### src/rtl/lsu_issue_queue_pkg.sv
// rtl/lsu_issue_queue_pkg.sv - shared constants and entry layout for the LSU issue queue
package lsu_issue_queue_pkg;

  // Default ROB/physical tag width used for wakeup and writeback.
  localparam int unsigned IQ_TAG_W = 4;

  // Major opcodes shared with the LSU decode.
  localparam logic [6:0] OP_LOAD  = 7'b0000011;
  localparam logic [6:0] OP_STORE = 7'b0100011;

  // Per-entry payload that travels unchanged from dispatch to the LSU.
  typedef struct packed {
    logic [31:0] inst;
    logic [31:0] pc;
  } iq_meta_t;

  // Loads have no rs2 data operand.
  function automatic logic is_load(input logic [6:0] opcode);
    return opcode == OP_LOAD;
  endfunction

endpackage

### src/rtl/lsu_issue_queue_iq_operand_slot.sv
// rtl/lsu_issue_queue_iq_operand_slot.sv - one source operand: ready/tag/value with bypass and wakeup
module iq_operand_slot
  import lsu_issue_queue_pkg::*;
#(
  parameter int unsigned TAG_W = IQ_TAG_W
) (
  input  logic             clk_i,
  input  logic             reset_i,
  input  logic             alloc_i,
  input  logic             entry_valid_i,
  input  logic             disp_ready_i,
  input  logic [TAG_W-1:0] disp_tag_i,
  input  logic [31:0]      disp_value_i,
  input  logic             cdb_valid_i,
  input  logic [TAG_W-1:0] cdb_tag_i,
  input  logic [31:0]      cdb_value_i,
  output logic             ready_o,
  output logic [31:0]      value_o
);

  logic             ready_q, ready_d;
  logic [TAG_W-1:0] tag_q, tag_d;
  logic [31:0]      value_q, value_d;

  // Allocation takes the dispatch value, or the CDB value when the producer broadcasts
  // in the dispatch cycle; otherwise a waiting operand captures a matching broadcast once.
  always_comb begin
    ready_d = ready_q;
    tag_d   = tag_q;
    value_d = value_q;
    if (alloc_i) begin
      tag_d = disp_tag_i;
      if (disp_ready_i) begin
        ready_d = 1'b1;
        value_d = disp_value_i;
      end else if (cdb_valid_i && (cdb_tag_i == disp_tag_i)) begin
        ready_d = 1'b1;
        value_d = cdb_value_i;
      end else begin
        ready_d = 1'b0;
        value_d = '0;
      end
    end else if (entry_valid_i && !ready_q && cdb_valid_i && (cdb_tag_i == tag_q)) begin
      ready_d = 1'b1;
      value_d = cdb_value_i;
    end
  end

  // Operand state register.
  always_ff @(posedge clk_i or posedge reset_i) begin
    if (reset_i) begin
      ready_q <= 1'b0;
      tag_q   <= '0;
      value_q <= '0;
    end else begin
      ready_q <= ready_d;
      tag_q   <= tag_d;
      value_q <= value_d;
    end
  end

  assign ready_o = ready_q;
  assign value_o = value_q;

endmodule

### src/rtl/lsu_issue_queue.sv
// rtl/lsu_issue_queue.sv - in-order load/store issue queue feeding the LSU
module lsu_issue_queue
  import lsu_issue_queue_pkg::*;
#(
  parameter int unsigned DEPTH = 4,
  parameter int unsigned PTR_W = 2,
  parameter int unsigned TAG_W = IQ_TAG_W
) (
  input  logic             clk_i,
  input  logic             reset_i,
  input  logic             flush_i,
  input  logic             disp_valid_i,
  output logic             disp_ready_o,
  input  logic [31:0]      disp_inst_i,
  input  logic [31:0]      disp_pc_i,
  input  logic [TAG_W-1:0] disp_rob_tag_i,
  input  logic             disp_rs1_ready_i,
  input  logic [TAG_W-1:0] disp_rs1_tag_i,
  input  logic [31:0]      disp_rs1_value_i,
  input  logic             disp_rs2_ready_i,
  input  logic [TAG_W-1:0] disp_rs2_tag_i,
  input  logic [31:0]      disp_rs2_value_i,
  input  logic             cdb_valid_i,
  input  logic [TAG_W-1:0] cdb_tag_i,
  input  logic [31:0]      cdb_value_i,
  input  logic             lsu_busy_i,
  output logic             lsu_request_o,
  output logic [31:0]      lsu_inst_o,
  output logic [31:0]      lsu_pc_o,
  output logic [31:0]      lsu_rs1_value_o,
  output logic [31:0]      lsu_rs2_value_o,
  output logic [TAG_W-1:0] lsu_rob_tag_o,
  output logic [PTR_W:0]   count_o
);

  localparam logic [PTR_W:0]   DEPTH_CNT = (PTR_W+1)'(DEPTH);
  localparam logic [PTR_W:0]   CNT_ONE   = (PTR_W+1)'(1);
  localparam logic [PTR_W-1:0] PTR_ONE   = PTR_W'(1);

  logic [PTR_W-1:0] head_q, head_d, tail_q, tail_d;
  logic [PTR_W:0]   count_q, count_d;
  logic [DEPTH-1:0] valid_q;
  iq_meta_t         meta_q    [DEPTH];
  logic [TAG_W-1:0] rob_tag_q [DEPTH];

  logic [DEPTH-1:0] rs1_rdy, rs2_rdy;
  logic [31:0]      rs1_val [DEPTH];
  logic [31:0]      rs2_val [DEPTH];

  logic             full, empty, push, pop;
  logic             disp_is_load, disp_rs2_rdy;
  logic [31:0]      disp_rs2_val;

  logic             lsu_request_q;
  logic [31:0]      lsu_inst_q, lsu_pc_q, lsu_rs1_q, lsu_rs2_q;
  logic [TAG_W-1:0] lsu_rob_tag_q;

  assign full         = (count_q == DEPTH_CNT);
  assign empty        = (count_q == '0);
  assign disp_ready_o = !full;

  // Loads never wait on rs2: it is forced ready with a zero value.
  assign disp_is_load = is_load(disp_inst_i[6:0]);
  assign disp_rs2_rdy = disp_rs2_ready_i | disp_is_load;
  assign disp_rs2_val = disp_is_load ? 32'd0 : disp_rs2_value_i;

  // A flush discards any push or issue presented in the same cycle.
  assign push = disp_valid_i && !full && !flush_i;
  assign pop  = !empty && rs1_rdy[head_q] && rs2_rdy[head_q] && !lsu_busy_i && !flush_i;

  // Pointer and occupancy next state.
  always_comb begin
    head_d  = head_q;
    tail_d  = tail_q;
    count_d = count_q;
    if (pop)  head_d = head_q + PTR_ONE;
    if (push) tail_d = tail_q + PTR_ONE;
    if (push && !pop) count_d = count_q + CNT_ONE;
    if (pop && !push) count_d = count_q - CNT_ONE;
  end

  for (genvar i = 0; i < DEPTH; i++) begin : g_entry
    logic alloc;
    assign alloc = push && (tail_q == PTR_W'(i));

    iq_operand_slot #(.TAG_W(TAG_W)) u_rs1 (
      .clk_i         (clk_i),
      .reset_i       (reset_i),
      .alloc_i       (alloc),
      .entry_valid_i (valid_q[i]),
      .disp_ready_i  (disp_rs1_ready_i),
      .disp_tag_i    (disp_rs1_tag_i),
      .disp_value_i  (disp_rs1_value_i),
      .cdb_valid_i   (cdb_valid_i),
      .cdb_tag_i     (cdb_tag_i),
      .cdb_value_i   (cdb_value_i),
      .ready_o       (rs1_rdy[i]),
      .value_o       (rs1_val[i])
    );

    iq_operand_slot #(.TAG_W(TAG_W)) u_rs2 (
      .clk_i         (clk_i),
      .reset_i       (reset_i),
      .alloc_i       (alloc),
      .entry_valid_i (valid_q[i]),
      .disp_ready_i  (disp_rs2_rdy),
      .disp_tag_i    (disp_rs2_tag_i),
      .disp_value_i  (disp_rs2_val),
      .cdb_valid_i   (cdb_valid_i),
      .cdb_tag_i     (cdb_tag_i),
      .cdb_value_i   (cdb_value_i),
      .ready_o       (rs2_rdy[i]),
      .value_o       (rs2_val[i])
    );
  end

  // Queue bookkeeping and entry payload capture at the tail.
  always_ff @(posedge clk_i or posedge reset_i) begin
    if (reset_i) begin
      head_q  <= '0;
      tail_q  <= '0;
      count_q <= '0;
      valid_q <= '0;
      for (int i = 0; i < DEPTH; i++) begin
        meta_q[i]    <= '0;
        rob_tag_q[i] <= '0;
      end
    end else if (flush_i) begin
      head_q  <= '0;
      tail_q  <= '0;
      count_q <= '0;
      valid_q <= '0;
    end else begin
      head_q  <= head_d;
      tail_q  <= tail_d;
      count_q <= count_d;
      if (pop) valid_q[head_q] <= 1'b0;
      if (push) begin
        valid_q[tail_q]   <= 1'b1;
        meta_q[tail_q]    <= '{inst: disp_inst_i, pc: disp_pc_i};
        rob_tag_q[tail_q] <= disp_rob_tag_i;
      end
    end
  end

  // Registered one-cycle LSU request; data holds between requests.
  always_ff @(posedge clk_i or posedge reset_i) begin
    if (reset_i) begin
      lsu_request_q <= 1'b0;
      lsu_inst_q    <= '0;
      lsu_pc_q      <= '0;
      lsu_rs1_q     <= '0;
      lsu_rs2_q     <= '0;
      lsu_rob_tag_q <= '0;
    end else begin
      lsu_request_q <= pop;
      if (pop) begin
        lsu_inst_q    <= meta_q[head_q].inst;
        lsu_pc_q      <= meta_q[head_q].pc;
        lsu_rs1_q     <= rs1_val[head_q];
        lsu_rs2_q     <= rs2_val[head_q];
        lsu_rob_tag_q <= rob_tag_q[head_q];
      end
    end
  end

  assign lsu_request_o   = lsu_request_q;
  assign lsu_inst_o      = lsu_inst_q;
  assign lsu_pc_o        = lsu_pc_q;
  assign lsu_rs1_value_o = lsu_rs1_q;
  assign lsu_rs2_value_o = lsu_rs2_q;
  assign lsu_rob_tag_o   = lsu_rob_tag_q;
  assign count_o         = count_q;

endmodule

### config.mk
export PLATFORM = sky130hd
export DESIGN_NAME = lsu_issue_queue
export DESIGN_NICKNAME = d
export VERILOG_FILES = /design/src/rtl/lsu_issue_queue_pkg.sv /design/src/rtl/lsu_issue_queue_iq_operand_slot.sv /design/src/rtl/lsu_issue_queue.sv
export SDC_FILE = /design/constraint.sdc
export NUM_CORES = 2
export LEC_CHECK = 0
export CELL_PAD_IN_SITES_DETAIL_PLACEMENT = 1
export CELL_PAD_IN_SITES_GLOBAL_PLACEMENT = 1
export CORE_ASPECT_RATIO = 1.2
export CORE_MARGIN = 10
export CORE_UTILIZATION = 46
export DETAILED_ROUTE_END_ITERATION = 16
export DONT_BUFFER_PORTS = 1
export HOLD_SLACK_MARGIN = 0.05
export PLACE_DENSITY = 0.74
export SKIP_CTS_REPAIR_TIMING = 1
export SLEW_MARGIN = 0
export SYNTH_ARGS = -nofsm -noshare
export SYNTH_HDL_FRONTEND = slang
export SYNTH_SLANG_ARGS = --single-unit
### constraint.sdc
create_clock -name clk_i -period 22.4 [get_ports clk_i]
set_input_delay 2.24 -clock clk_i [delete_from_list [all_inputs] [get_ports clk_i]]
set_output_delay 2.24 -clock clk_i [all_outputs]
set_load 0.02 [all_outputs]
==> impl_results.md <==
* Cell variety after synth at 50
* Die height at 311 µm
* RePlAce Congestion at 0.806
* Actual slew at the worst max-slew pin at 1.33 ns
* Internal at 0.00294 W
* PwrDens at 119 nW/µm²
* Layout cell share with drive strength beyond 1 at 16.5%
* Clock sinks at 712
* Root buf cell: clkbuf_16
* Worst Hold Depth at 2
* CP max-delay cell: and2_2
* GR Overflow Total at 0
* Synth-to-Final Area Change at 9.41%
* Hold Vio Cnt, Final at 0
* Filler cell count at 7191
* Drt drc at 0
* Reg-to-reg startpoint: count_o[2]$_DFFE_PP0P_
* Number of global-route vias before repair at 26100
* Hold Startpoint: meta_q[103]$_DFFE_PP0P_
* Seq pwr share at 49.5%
* First-pass GRT wire length at 164000 µm
* Syn Nets at 3066
* Final worst slack at 17.56 ns
* Switch share at 30.5%
* Final Util at 50.9%
* DIE WIDTH at 263 µm
* Hold endpoint: meta_q[103]$_DFFE_PP0P_
* Fin crit share at 21.6%
* Drt total wl at 106000 µm
* FF-to-FF End: g_entry[3].u_rs1.value_o[2]$_DFFE_PP0P_
* R2R depth at 6
* DR WL/cell at 28.6 µm
* Clock buffer depth at 3
* GRT Util Overall at 25.5%
* Startpoint types: primary input
* Core Rows at 106
* Initial DRC Count at 1778
* Die ar. at 81800 µm²
* Top Metal Used: met4
* Post-route ant nets at 0
* Starting Density at 46.5%
* Reg2reg setup slack at 17.90 ns
* Syn Inst Count at 2873
* Vias at 23400
* Layout Skew at 0.0292 ns
* Slew Limit Headroom at 11.1%
* Met1 WL at 41600 µm
* Psw at 0.00129 W
* Final Critical Period at 4.84 ns
* Yosys Warn Count at 0
* Leakage power at 17.1 nW
* Clock power share at 32.0%
* Max-Cap Viols at 0
* Largest net degree at the start of global routing at 187
* Slew Viols, Final at 0
* HPWL Detailed at 63200 µm
* CP peak stage delay at 0.88 ns
* Post-Syn Area at 32500 µm²
* Critical path data required time at 22.94 ns
* Cell Chain, Critical Path: nor2b_1, and2_4, nand2_4, buf_4, and2_2, a221o_1
* Initial antenna violation count at 8
* Flops & latches, synth at 712
* Core Region at 69900 µm²
* CP Max Fanout at 65
* Status: complete, no violations
* Routed wl met2 at 53400 µm
* RSZ-0062 raised after global routing: false
* Worst-path clk slew at 0.06 ns
* Worst slack, placed at 16.90 ns
* First-pass detailed-route iteration total at 5
* H-tree depth at 3
* Vias/cell at 6.31
* Min-Delay Path Class: reg -> reg
* Fmax at 207 MHz
* Mean Syn Cell Area at 11.3 µm²
* Top-Level Pins at 321
* Clock Latency Late Sink at 0.62 ns
* Setup crit end kind: flip-flop
* Cts bufs inserted at 77
* IO Port Bufs at 0
* Final setup violation count at 0
* Max VDD drop at 0.0912 mV
* Final setup TNS at 0 ns
* Seq/Total Area, Yosys at 54.8%
* Comb power frac at 18.5%
* CTS tree: yes
* WS Path Type: in -> reg
* Critical path arrival at 5.38 ns
* Final-stage net count at 2911
* WL met3 at 8010 µm
==> per-stage QoR <==
stage	instance area [µm²]	cells	hold slack, ns	total power [W]
finish	35600	3705	0.468	0.00423
floorplan	32500	2873	0.440	0.00264
detailed placement	32900	3557	0.459	0.00290
CTS	35600	3696	0.473	0.00427
global route	35600	3704	0.495	0.00445
global placement	32900	3557	0.451	0.00282
==> cells by family (layout without fill, tap and decap cells) <==
group | Yosys count | after routing | synth area share (%)
XOR/XNOR | 40 | 40 | 1.08
adder cells (fa/ha/maj) | 9 | 9 | 0.369
AO/OA/AOI/OAI | 304 | 304 | 8.88
other | 0 | 9 | 0
buffers and inverters | 281 | 186 | 3.95
multiplexers | 301 | 301 | 14.9
flip-flops | 712 | 712 | 54.8
AND/OR/NAND/NOR | 1226 | 1226 | 16.1
==> sequential cells by signal (all words and copies together), names as in the netlist, 3 cells and up <==
| name | count |
|---|---|
| count_o | 3 |
| g_entry.u_rs1.ready_o | 4 |
| g_entry.u_rs1.tag_q | 16 |
| g_entry.u_rs1.value_o | 128 |
| g_entry.u_rs2.ready_o | 4 |
| g_entry.u_rs2.tag_q | 16 |
| g_entry.u_rs2.value_o | 128 |
| lsu_inst_o | 32 |
| lsu_pc_o | 32 |
| lsu_rob_tag_o | 4 |
| lsu_rs1_value_o | 32 |
| lsu_rs2_value_o | 32 |
| meta_q | 256 |
| rob_tag_q | 16 |
| valid_q | 4 |
==> placed cells by master, fill, tap and decap left out, drive strengths merged, types with 3 or more instances in the layout <==
| cell type | synthesis | layout |
|---|---|---|
| a21oi | 4 | 4 |
| a221o | 256 | 256 |
| a22oi | 4 | 4 |
| a31o | 6 | 6 |
| a31oi | 4 | 4 |
| and2 | 7 | 7 |
| and3 | 134 | 134 |
| buf | 157 | 30 |
| bufinv | 0 | 9 |
| clkbuf | 107 | 109 |
| clkinv | 0 | 14 |
| clkinvlp | 0 | 4 |
| dfrtp | 712 | 712 |
| diode | 0 | 9 |
| ha | 8 | 8 |
| inv | 17 | 20 |
| mux2 | 133 | 133 |
| mux2i | 36 | 36 |
| mux4 | 132 | 132 |
| nand2 | 910 | 910 |
| nand3 | 10 | 10 |
| nand4 | 3 | 3 |
| nor2 | 11 | 11 |
| nor2b | 3 | 3 |
| nor3 | 135 | 135 |
| nor4 | 5 | 5 |
| o21ai | 18 | 18 |
| or4 | 4 | 4 |
| xnor2 | 30 | 30 |
| xor2 | 10 | 10 |
==> power groups by stage <==
stage	logic [W]	registers (W)	clock network [W]
floorplan	0.000644	0.00200	0
global placement	0.000740	0.00208	0
detailed placement	0.000790	0.00211	0
CTS	0.000795	0.00210	0.00138
global route	0.000874	0.00214	0.00144
finish	0.000784	0.00209	0.00135
==> final cells by class <==
type	instances	area [µm²]	area share, %
diodes	9	22.5	0.0633
clock buffers	109	2260	6.35
well taps	918	1150	3.23
flip-flops and latches	712	17800	50.1
repair buffers	30	250	0.703
clock inverters	30	412	1.16
inverters	17	71.3	0.200
multi-input cells	1880	13600	38.2
==> routing by layer <==
metal  up-vias  track usage, %
li1       9919               -
met1     12500            30.2
met2       788            44.0
met3       164            6.49
met4         0            9.67
met5         -               0
==> synth_stat cells (all sizes together) <==
cell	n	area (µm²)
nand2	910	3440
dfrtp	712	17800
a221o	256	2560
buf	157	818
nor3	135	681
and3	134	838
mux2	133	1500
mux4	132	2970
clkbuf	107	402
mux2i	36	368
xnor2	30	263
o21ai	18	90.1
inv	17	63.8
nor2	11	43.8
nand3	10	55.1
xor2	10	87.6
ha	8	100
and2	7	46.3
a31o	6	52.6
nor4	5	37.5
a21oi	4	20.0
a22oi	4	30.0
a31oi	4	25.0
or4	4	30.0
nand4	3	18.8
nor2b	3	18.8
a211oi	2	15.0
a41oi	2	17.5
nand2b	2	12.5
a21boi	1	7.51
a222oi	1	10.0
a311o	1	10.0
a32o	1	10.0
fa	1	20.0
nor4b	1	8.76
o2111a	1	11.3
o311a	1	10.0
o31a	1	8.76
o31ai	1	7.51
or3b	1	8.76
==> how the worst max path moves through the flow <==
| stage | start | end | slack [ns] | cells past startpoint |
|---|---|---|---|---|
| floorplan | reset_i | count_o[0]$_DFFE_PP0P_ | 0.19 | 1 |
| global placement | disp_valid_i | g_entry[1].u_rs1.value_o[6]$_DFFE_PP0P_ | 16.97 | 6 |
| detailed placement | disp_valid_i | g_entry[1].u_rs1.value_o[13]$_DFFE_PP0P_ | 16.90 | 6 |
| CTS | disp_valid_i | g_entry[1].u_rs1.value_o[6]$_DFFE_PP0P_ | 17.58 | 6 |
| global route | disp_valid_i | g_entry[1].u_rs1.value_o[6]$_DFFE_PP0P_ | 17.47 | 6 |
| finish | disp_valid_i | g_entry[3].u_rs1.value_o[2]$_DFFE_PP0P_ | 17.56 | 6 |
==> critical path: cells and delay by family <==
kind | cells | cell delay (ns)
and+or+nand+nor | 4 | 1.86
buffers and inverters | 1 | 0.85
AOI/OAI and AO/OA | 1 | 0.29
(Power assumes the default switching activity.)
